==> config.mk <==
export PLATFORM = sky130hd
export DESIGN_NAME = mem_arbiter
export DESIGN_NICKNAME = d
export VERILOG_FILES = /design/src/rtl/mem_arb_pkg.sv /design/src/rtl/mem_arb_timeout.sv /design/src/rtl/mem_arbiter.sv
export SDC_FILE = /design/constraint.sdc
export NUM_CORES = 1
export LEC_CHECK = 0
export CAP_MARGIN = 15
export CORE_MARGIN = 5
export CORE_UTILIZATION = 43
export CTS_CLUSTER_SIZE = 20
export DETAILED_ROUTE_END_ITERATION = 10
export GPL_TIMING_DRIVEN = 0
export PLACE_DENSITY = 0.86
export SLEW_MARGIN = 25
export SYNTH_ARGS = -nofsm -noshare
export SYNTH_HDL_FRONTEND = slang
export SYNTH_SLANG_ARGS = --single-unit
==> constraint.sdc <==
create_clock -name clk -period 3.7 [get_ports clk]
set_clock_uncertainty 0.1 [all_clocks]
set_input_delay 0.74 -clock clk [delete_from_list [all_inputs] [get_ports clk]]
set_output_delay 0.74 -clock clk [all_outputs]
set_load 0.005 [all_outputs]
==> src/rtl/mem_arb_pkg.sv <==
// Shared types and constants for the fetch/data memory arbiter.
// Imported by mem_arbiter and mem_arb_timeout.
package mem_arb_pkg;

  typedef enum logic [1:0] {
    IDLE   = 2'd0,
    BUSY_I = 2'd1,
    BUSY_D = 2'd2
  } arb_state_e;

  typedef enum logic {
    PORT_I = 1'b0,
    PORT_D = 1'b1
  } arb_port_e;

  localparam logic [31:0] ARB_ERR_DATA        = 32'hDEADBEEF;
  localparam int unsigned ARB_TIMEOUT_DEFAULT = 255;

  // A tie goes to whichever port did not win the previous grant.
  function automatic arb_port_e arb_pick(input logic elig_i, input logic elig_d,
                                         input arb_port_e last);
    arb_port_e pick;
    if (elig_i && elig_d) begin
      pick = (last == PORT_I) ? PORT_D : PORT_I;
    end else if (elig_d) begin
      pick = PORT_D;
    end else begin
      pick = PORT_I;
    end
    return pick;
  endfunction

endpackage

==> src/rtl/mem_arb_timeout.sv <==
// Busy-cycle watchdog for mem_arbiter; instantiated only when MEM_ARB_TIMEOUT_EN is defined.
// expired is high in the busy cycle that would be the TIMEOUT_CYCLES-th one without an ack.
module mem_arb_timeout
  import mem_arb_pkg::*;
#(
  parameter int unsigned TIMEOUT_CYCLES = ARB_TIMEOUT_DEFAULT
) (
  input  logic clk,
  input  logic rst,
  input  logic clear,
  input  logic enable,
  output logic expired
);

  localparam int unsigned   CW   = $clog2(TIMEOUT_CYCLES + 1);
  localparam logic [CW-1:0] LAST = CW'(TIMEOUT_CYCLES - 1);

  logic [CW-1:0] cnt_q, cnt_d;

  always_comb begin
    cnt_d = cnt_q;
    if (clear) begin
      cnt_d = '0;
    end else if (enable) begin
      cnt_d = cnt_q + CW'(1);
    end
  end

  always_ff @(posedge clk or negedge rst) begin
    if (!rst) begin
      cnt_q <= '0;
    end else begin
      cnt_q <= cnt_d;
    end
  end

  assign expired = enable && (cnt_q == LAST);

endmodule

==> src/rtl/mem_arbiter.sv <==
// Two-port (fetch / load-store) arbiter onto a single request/ack memory port.
// Optional busy timeout with error reporting is enabled by defining MEM_ARB_TIMEOUT_EN.
module mem_arbiter
  import mem_arb_pkg::*;
#(
  parameter int unsigned TIMEOUT_CYCLES = ARB_TIMEOUT_DEFAULT
) (
  input  logic        clk,
  input  logic        rst,
  input  logic        if_req,
  input  logic [31:0] if_addr,
  output logic [31:0] if_rdata,
  output logic        if_ready,
  input  logic        d_req,
  input  logic        d_we,
  input  logic [31:0] d_addr,
  input  logic [31:0] d_wdata,
  output logic [31:0] d_rdata,
  output logic        d_ready,
  output logic        mem_req,
  output logic        mem_we,
  output logic [31:0] mem_addr,
  output logic [31:0] mem_wdata,
  input  logic [31:0] mem_rdata,
  input  logic        mem_ack,
  output logic        stall,
  output logic        err,
  output logic [31:0] err_addr
);

  if (TIMEOUT_CYCLES < 1) begin : g_bad_timeout
    $error("mem_arbiter: TIMEOUT_CYCLES must be at least 1");
  end

  arb_state_e  state_q, state_d;
  arb_port_e   last_q, last_d;
  logic        mem_req_q, mem_req_d;
  logic        mem_we_q, mem_we_d;
  logic [31:0] mem_addr_q, mem_addr_d;
  logic [31:0] mem_wdata_q, mem_wdata_d;
  logic [31:0] if_rdata_q, if_rdata_d;
  logic [31:0] d_rdata_q, d_rdata_d;
  logic        if_ready_q, if_ready_d;
  logic        d_ready_q, d_ready_d;

  logic        elig_i, elig_d, grant, busy, timeout_hit, finish;
  logic [31:0] fin_data;
  arb_port_e   gnt_port;

  // A port that is being handed its ready pulse is not eligible that cycle.
  assign elig_i   = if_req & ~if_ready_q;
  assign elig_d   = d_req & ~d_ready_q;
  assign busy     = (state_q == BUSY_I) || (state_q == BUSY_D);
  assign grant    = (state_q == IDLE) && (elig_i || elig_d);
  assign gnt_port = arb_pick(elig_i, elig_d, last_q);

`ifdef MEM_ARB_TIMEOUT_EN
  logic        to_expired;
  logic        err_q, err_d;
  logic [31:0] err_addr_q, err_addr_d;

  mem_arb_timeout #(
    .TIMEOUT_CYCLES(TIMEOUT_CYCLES)
  ) u_timeout (
    .clk    (clk),
    .rst    (rst),
    .clear  (grant),
    .enable (busy & ~mem_ack),
    .expired(to_expired)
  );

  assign timeout_hit = to_expired;

  always_comb begin
    err_d      = busy & ~mem_ack & timeout_hit;
    err_addr_d = err_d ? mem_addr_q : err_addr_q;
  end

  always_ff @(posedge clk or negedge rst) begin
    if (!rst) begin
      err_q      <= 1'b0;
      err_addr_q <= '0;
    end else begin
      err_q      <= err_d;
      err_addr_q <= err_addr_d;
    end
  end

  assign err      = err_q;
  assign err_addr = err_addr_q;
`else
  assign timeout_hit = 1'b0;
  assign err         = 1'b0;
  assign err_addr    = '0;
`endif

  always_comb begin
    state_d     = state_q;
    last_d      = last_q;
    mem_req_d   = mem_req_q;
    mem_we_d    = mem_we_q;
    mem_addr_d  = mem_addr_q;
    mem_wdata_d = mem_wdata_q;
    if_rdata_d  = if_rdata_q;
    d_rdata_d   = d_rdata_q;
    if_ready_d  = 1'b0;
    d_ready_d   = 1'b0;
    finish      = 1'b0;
    fin_data    = mem_rdata;

    unique case (state_q)
      IDLE: begin
        if (grant) begin
          last_d    = gnt_port;
          mem_req_d = 1'b1;
          if (gnt_port == PORT_D) begin
            state_d     = BUSY_D;
            mem_we_d    = d_we;
            mem_addr_d  = d_addr;
            mem_wdata_d = d_wdata;
          end else begin
            state_d     = BUSY_I;
            mem_we_d    = 1'b0;
            mem_addr_d  = if_addr;
            mem_wdata_d = '0;
          end
        end
      end
      BUSY_I, BUSY_D: begin
        // An ack arriving together with expiry wins: the access completes normally.
        if (mem_ack) begin
          finish = 1'b1;
        end else if (timeout_hit) begin
          finish   = 1'b1;
          fin_data = ARB_ERR_DATA;
        end
      end
      default: begin
        state_d   = IDLE;
        mem_req_d = 1'b0;
      end
    endcase

    if (finish) begin
      state_d   = IDLE;
      mem_req_d = 1'b0;
      mem_we_d  = 1'b0;
      if (state_q == BUSY_D) begin
        d_ready_d = 1'b1;
        if (!mem_we_q) begin
          d_rdata_d = fin_data;
        end
      end else begin
        if_ready_d = 1'b1;
        if_rdata_d = fin_data;
      end
    end
  end

  always_ff @(posedge clk or negedge rst) begin
    if (!rst) begin
      state_q     <= IDLE;
      last_q      <= PORT_I;
      mem_req_q   <= 1'b0;
      mem_we_q    <= 1'b0;
      mem_addr_q  <= '0;
      mem_wdata_q <= '0;
      if_rdata_q  <= '0;
      d_rdata_q   <= '0;
      if_ready_q  <= 1'b0;
      d_ready_q   <= 1'b0;
    end else begin
      state_q     <= state_d;
      last_q      <= last_d;
      mem_req_q   <= mem_req_d;
      mem_we_q    <= mem_we_d;
      mem_addr_q  <= mem_addr_d;
      mem_wdata_q <= mem_wdata_d;
      if_rdata_q  <= if_rdata_d;
      d_rdata_q   <= d_rdata_d;
      if_ready_q  <= if_ready_d;
      d_ready_q   <= d_ready_d;
    end
  end

  assign mem_req   = mem_req_q;
  assign mem_we    = mem_we_q;
  assign mem_addr  = mem_addr_q;
  assign mem_wdata = mem_wdata_q;
  assign if_rdata  = if_rdata_q;
  assign d_rdata   = d_rdata_q;
  assign if_ready  = if_ready_q;
  assign d_ready   = d_ready_q;
  assign stall     = elig_i | elig_d;

endmodule

## Word level (Yosys, flattened, before mapping)

Cells that the tools add are included.

| operators by class | value |
|---|---|
| eq/ne operators | 4 |
| muxes and demuxes | 22 |
| bitwise gates (word level) | 7 |
| reduce and logical (&&, ||, !) cells | 12 |

Operators by type and width:

| operator | number |
|---|---|
| 32-bit 2-to-1 mux | 2 |
| 1-bit 2-to-1 mux | 15 |
| 2-bit AND reduction | 4 |
| 2-bit 2-to-1 mux | 3 |
| 1-bit inverter | 4 |
| 2-bit one-hot mux with 2 select lines | 1 |
| 2-bit nonzero test | 2 |
| 3-bit != test, second input constant | 1 |
| 3-bit AND reduction | 1 |
| 1-bit AND | 2 |
| 2-bit by 1-bit equality test with 1-bit output, second input constant | 1 |
| 2-bit equality test, second input constant | 1 |
| 1-bit logical AND | 2 |
| 2-bit logical NOT | 1 |
| 2-bit != test, second input constant | 1 |
| 1-bit one-hot mux with 2 select lines | 1 |
| 2-bit OR reduction | 1 |
| 1-bit logical OR | 1 |
| 1-bit OR | 1 |

| word-level totals | value |
|---|---|
| flip-flop bits (word level) | 135 |
| bits of input ports | 134 |
| output and inout bits | 166 |
| word-level logic and storage cells | 55 |

## Longest topological paths before layout

| depth | value |
|---|---|
| word-level depth | 8 |
| mapped depth | 7 |
| gate-level depth less buffers | 6 |

## Least setup slack after synthesis

Ideal clock, no wire load.

| timing | value |
|---|---|
| kind | input port to output port |
| start | input d_req |
| end | output stall |
| arrival | 0.996 ns |
| required time | 2.860 ns |
| path slack | 1.864 ns |
| cell stages on the path | 2 |
| buffers on the path | 0 |
| cells stage by stage | nand2b_1 -> nand2_1 |

| between the ends | value |
|---|---|
| longest elaborated chain between the ends | 2 |

Ends and longest elaborated chain:

| what | line | text |
|---|---|---|
| start, declared | mem_arbiter.sv:14 | `input logic d_req,` |
| 1-bit AND | mem_arbiter.sv:52 | `assign elig_d = d_req & ~d_ready_q;` |
| 1-bit OR | mem_arbiter.sv:194 | `assign stall = elig_i \| elig_d;` |
| end, declared | mem_arbiter.sv:26 | `output logic stall,` |

No other way between the ends.

## Final worst setup path

Ends and elaborated chain as after synthesis.

==> results.md <==
- H-tree levels: 4
- Crit-path max FO: 5
- Outcome: complete, no violations
- Port Buffer Count: approximately 270
- Proportion of netlist area held by the largest area contributor: between 50% and 60%
- WP data arrival: about 2.1 ns
- Met3 usage: a little under a tenth
- Final Max Tran Viols: 0
- Via density: about 4.8
- CTS tree: built
- N_diodes: 0
- RSZ-0062 raised after global routing: false
- Clk_lat worst skew: approximately 0.4 ns
- Die area: between 0.015 and 0.02 mm^2
- GP Congestion: between 0.8 and 0.9
- Synthesized cell area: about 0.0057 mm^2
- Hold crit path type: in -> async
- Dpl ws: approximately 0.78 ns
- Vias post-DR: roughly 4900
- Post-synthesis average cell area: ~11 um^2
- # rows: 42
- Resize count post-CTS: 0
- Die Ht: around 130 um
- Most area-consuming cells after synthesis: dfrtp_1, nand2_1, mux2_4
- Crit end category: output pin
- Core ar.: 0.0131 mm^2
- Ys Warns: 0
- Multi-input logic area: roughly 0.002 mm^2
- Reg2reg start: state_q[0]
- Fillers: around 940
- Grt total ovfl: 0
- Detail Placement HPWL: 13500 um
- Initial antenna violation count: 0
- Router iterations before antenna repair: 4
- Max-cap viol count: 0
- Post-CTS setup buffer count: 0
- Final setup margin: 0.779 ns
- Slew headroom: 65.1%
- Drt total wl: between 15000 and 20000 um
- Layout cells sized above 1: 14.2%
- Min Tclk post-route: between 2 and 3 ns
- Clock sink count: roughly 140
- Sequential fraction of the synthesis area: 59.3%
- Clock transition at the registers of the reported paths: 0.05 ns
- Final period utilization: about four fifths
- Top cell type by total area after synthesis: dfrtp_1
- GR Layer Usage met2: roughly two fifths
- Critical path class: in -> out
- WP data required: 2.86 ns
- Pin count of the biggest net entering global routing: 71
- Drc violations: 0
- Tot GR Track Use: 23.1%
- Global route hottest layer: met2
- Hold-fix buffers, CTS: 0
- Register area: 0.00338 mm^2
- Syn Inst Count: 520
- Die W: about 130 um
- Count of final hold-check violations: 0
- Root Driver: clkbuf_16
- CP startpoint: d_req
- #FFs+latches synth: 135
- Area Growth Syn to Fin: 63.5%
- Maximum VDD drop: between 0.4 and 0.5 mV
- Starting DRT DRC Count: ~170
- Final hold slack: 0.162 ns
- Post-synth cell types: 26
- CTS Buffer Depth: 2
- Initial Utilization: roughly 43%
- Wire length per cell: ~18 um
- PwrDens: around 800 mW/mm^2
- Leak: ~0.0044 uW
- F_max: approximately 0.34 GHz
- Startpoint types: input pin
- Vias in the first global route: a little over 5000
- Antenna Nets Post-Route: 0
- Final setup fails: 0
- Slew at the pin closest to its max-slew limit: around 0.52 ns
- Inserted Clock Buffers: 17
- First-pass GRT wire length: ~28000 um
- GR Util met1: a little over a quarter
- I/O pin count: 300
- Net count reported at finish: slightly below 1000
## per-layer routing
metal | vias up | share of wire [%]
met5 | - | 0
met4 | 0 | 3.2
met3 | 42 | 9.3
met2 | 237 | 49
met1 | 2348 | 39
li1 | 2307 | -
## cell type report
cell class / instances / area share, %
sequential: 135 / 36.3
timing repair buffer: 267 / 29.0
multi-input combinational: 349 / 21.4
clock buffer: 22 / 5.20
buffer: 63 / 4.57
tap: 176 / 2.37
clock inverter: 7 / 1.03
inverter: 5 / 0.202
## synth_stat cells
| cell | number |
|---|---|
| dfrtp_1 | 135 |
| buf_4 | 38 |
| mux2_4 | 30 |
| clkbuf_1 | 8 |
| inv_1 | 5 |
| buf_6 | 4 |
| nor2b_2 | 1 |
| nand3b_1 | 2 |
| a22o_1 | 33 |
| and3_1 | 2 |
| o21ai_1 | 1 |
| buf_2 | 13 |
| nand2b_1 | 5 |
| a21oi_2 | 2 |
| nor2b_1 | 1 |
| conb_1 | 1 |
| a22oi_1 | 2 |
| o21ai_0 | 2 |
| a21o_1 | 1 |
| o22ai_1 | 1 |
| mux2_2 | 2 |
| ha_1 | 2 |
| nor2_1 | 32 |
| a31oi_1 | 1 |
| a21oi_1 | 66 |
| nand2_1 | 130 |
## final timing paths
check	endpoint	slack, ns	cells past startpoint
worst max-delay path	stall	0.78	4
worst min-delay path	if_rdata[27]	0.16	1
worst max register to register	d_rdata[6]	1.75	7
worst min register to register	if_rdata[4]	0.38	2
max in group asynchronous	mem_addr[25]	2.63	2
min in group clk	if_rdata[4]	0.38	2
## critical path: stages
cell and delay (ns):
clkdlybuf4s50_1 0.48, nand2b_1 0.14, nand2_1 0.15, clkdlybuf4s50_1 0.57
## stage by stage
step / power, uW / instances / area, um^2 / util (%) / setup TNS [ns]
after floorplan: 3860 / 552 / 5810 / - / 0
after global placement: 5710 / 994 / 8700 / 66.2 / -487.99
after detailed placement: 5790 / 995 / 8730 / 66.4 / 0
after CTS: 7510 / 1024 / 9310 / 70.9 / 0
after global routing: 7890 / 1024 / 9310 / 70.9 / 0
final: 7430 / 1024 / 9310 / 70.9 / 0
## layout by cell type, fill, tap and decap left out, types with 2 or more instances in the layout
master / synthesis / layout
nand3b_1: 2 / 2
inv_1: 5 / 5
buf_2: 13 / 13
a21oi_1: 66 / 66
nand2_1: 130 / 130
bufinv_16: 0 / 2
ha_1: 2 / 2
dfrtp_1: 135 / 135
buf_4: 38 / 38
clkbuf_8: 0 / 4
nor2_1: 32 / 32
clkbuf_1: 8 / 9
clkdlybuf4s50_1: 0 / 265
a21oi_2: 2 / 2
a22oi_1: 2 / 2
clkbuf_16: 0 / 17
mux2_2: 2 / 2
clkinvlp_4: 0 / 3
nand2b_1: 5 / 5
buf_6: 4 / 4
a22o_1: 33 / 33
mux2_4: 30 / 30
o21ai_0: 2 / 2
and3_1: 2 / 2
conb_1: 1 / 33
## report_power, final
| group | leakage (uW) | internal, uW | switching [uW] |
|---|---|---|---|
| registers | 0.00166 | 2150 | 375 |
| logic | 0.00248 | 1930 | 1300 |
| clock network | 0.000276 | 1050 | 614 |
## logic make-up after synthesis
group	count (synthesis)	share of synthesized area [%]
AOI/OAI and AO/OA	109	12.1
DFF	135	59.3
adders and majority gates	2	0.439
buffers and inverters	68	7.80
muxes	32	8.31
and+or+nand+nor	173	12.0
other	1	0.0659
## state kept, by name (all words and copies together) (netlist names)
| register | count |
|---|---|
| d_rdata | 32 |
| d_ready | 1 |
| if_rdata | 32 |
| if_ready | 1 |
| last_q | 1 |
| mem_addr | 32 |
| mem_req | 1 |
| mem_wdata | 32 |
| mem_we | 1 |
| state_q | 2 |
(Power assumes the default switching activity.)
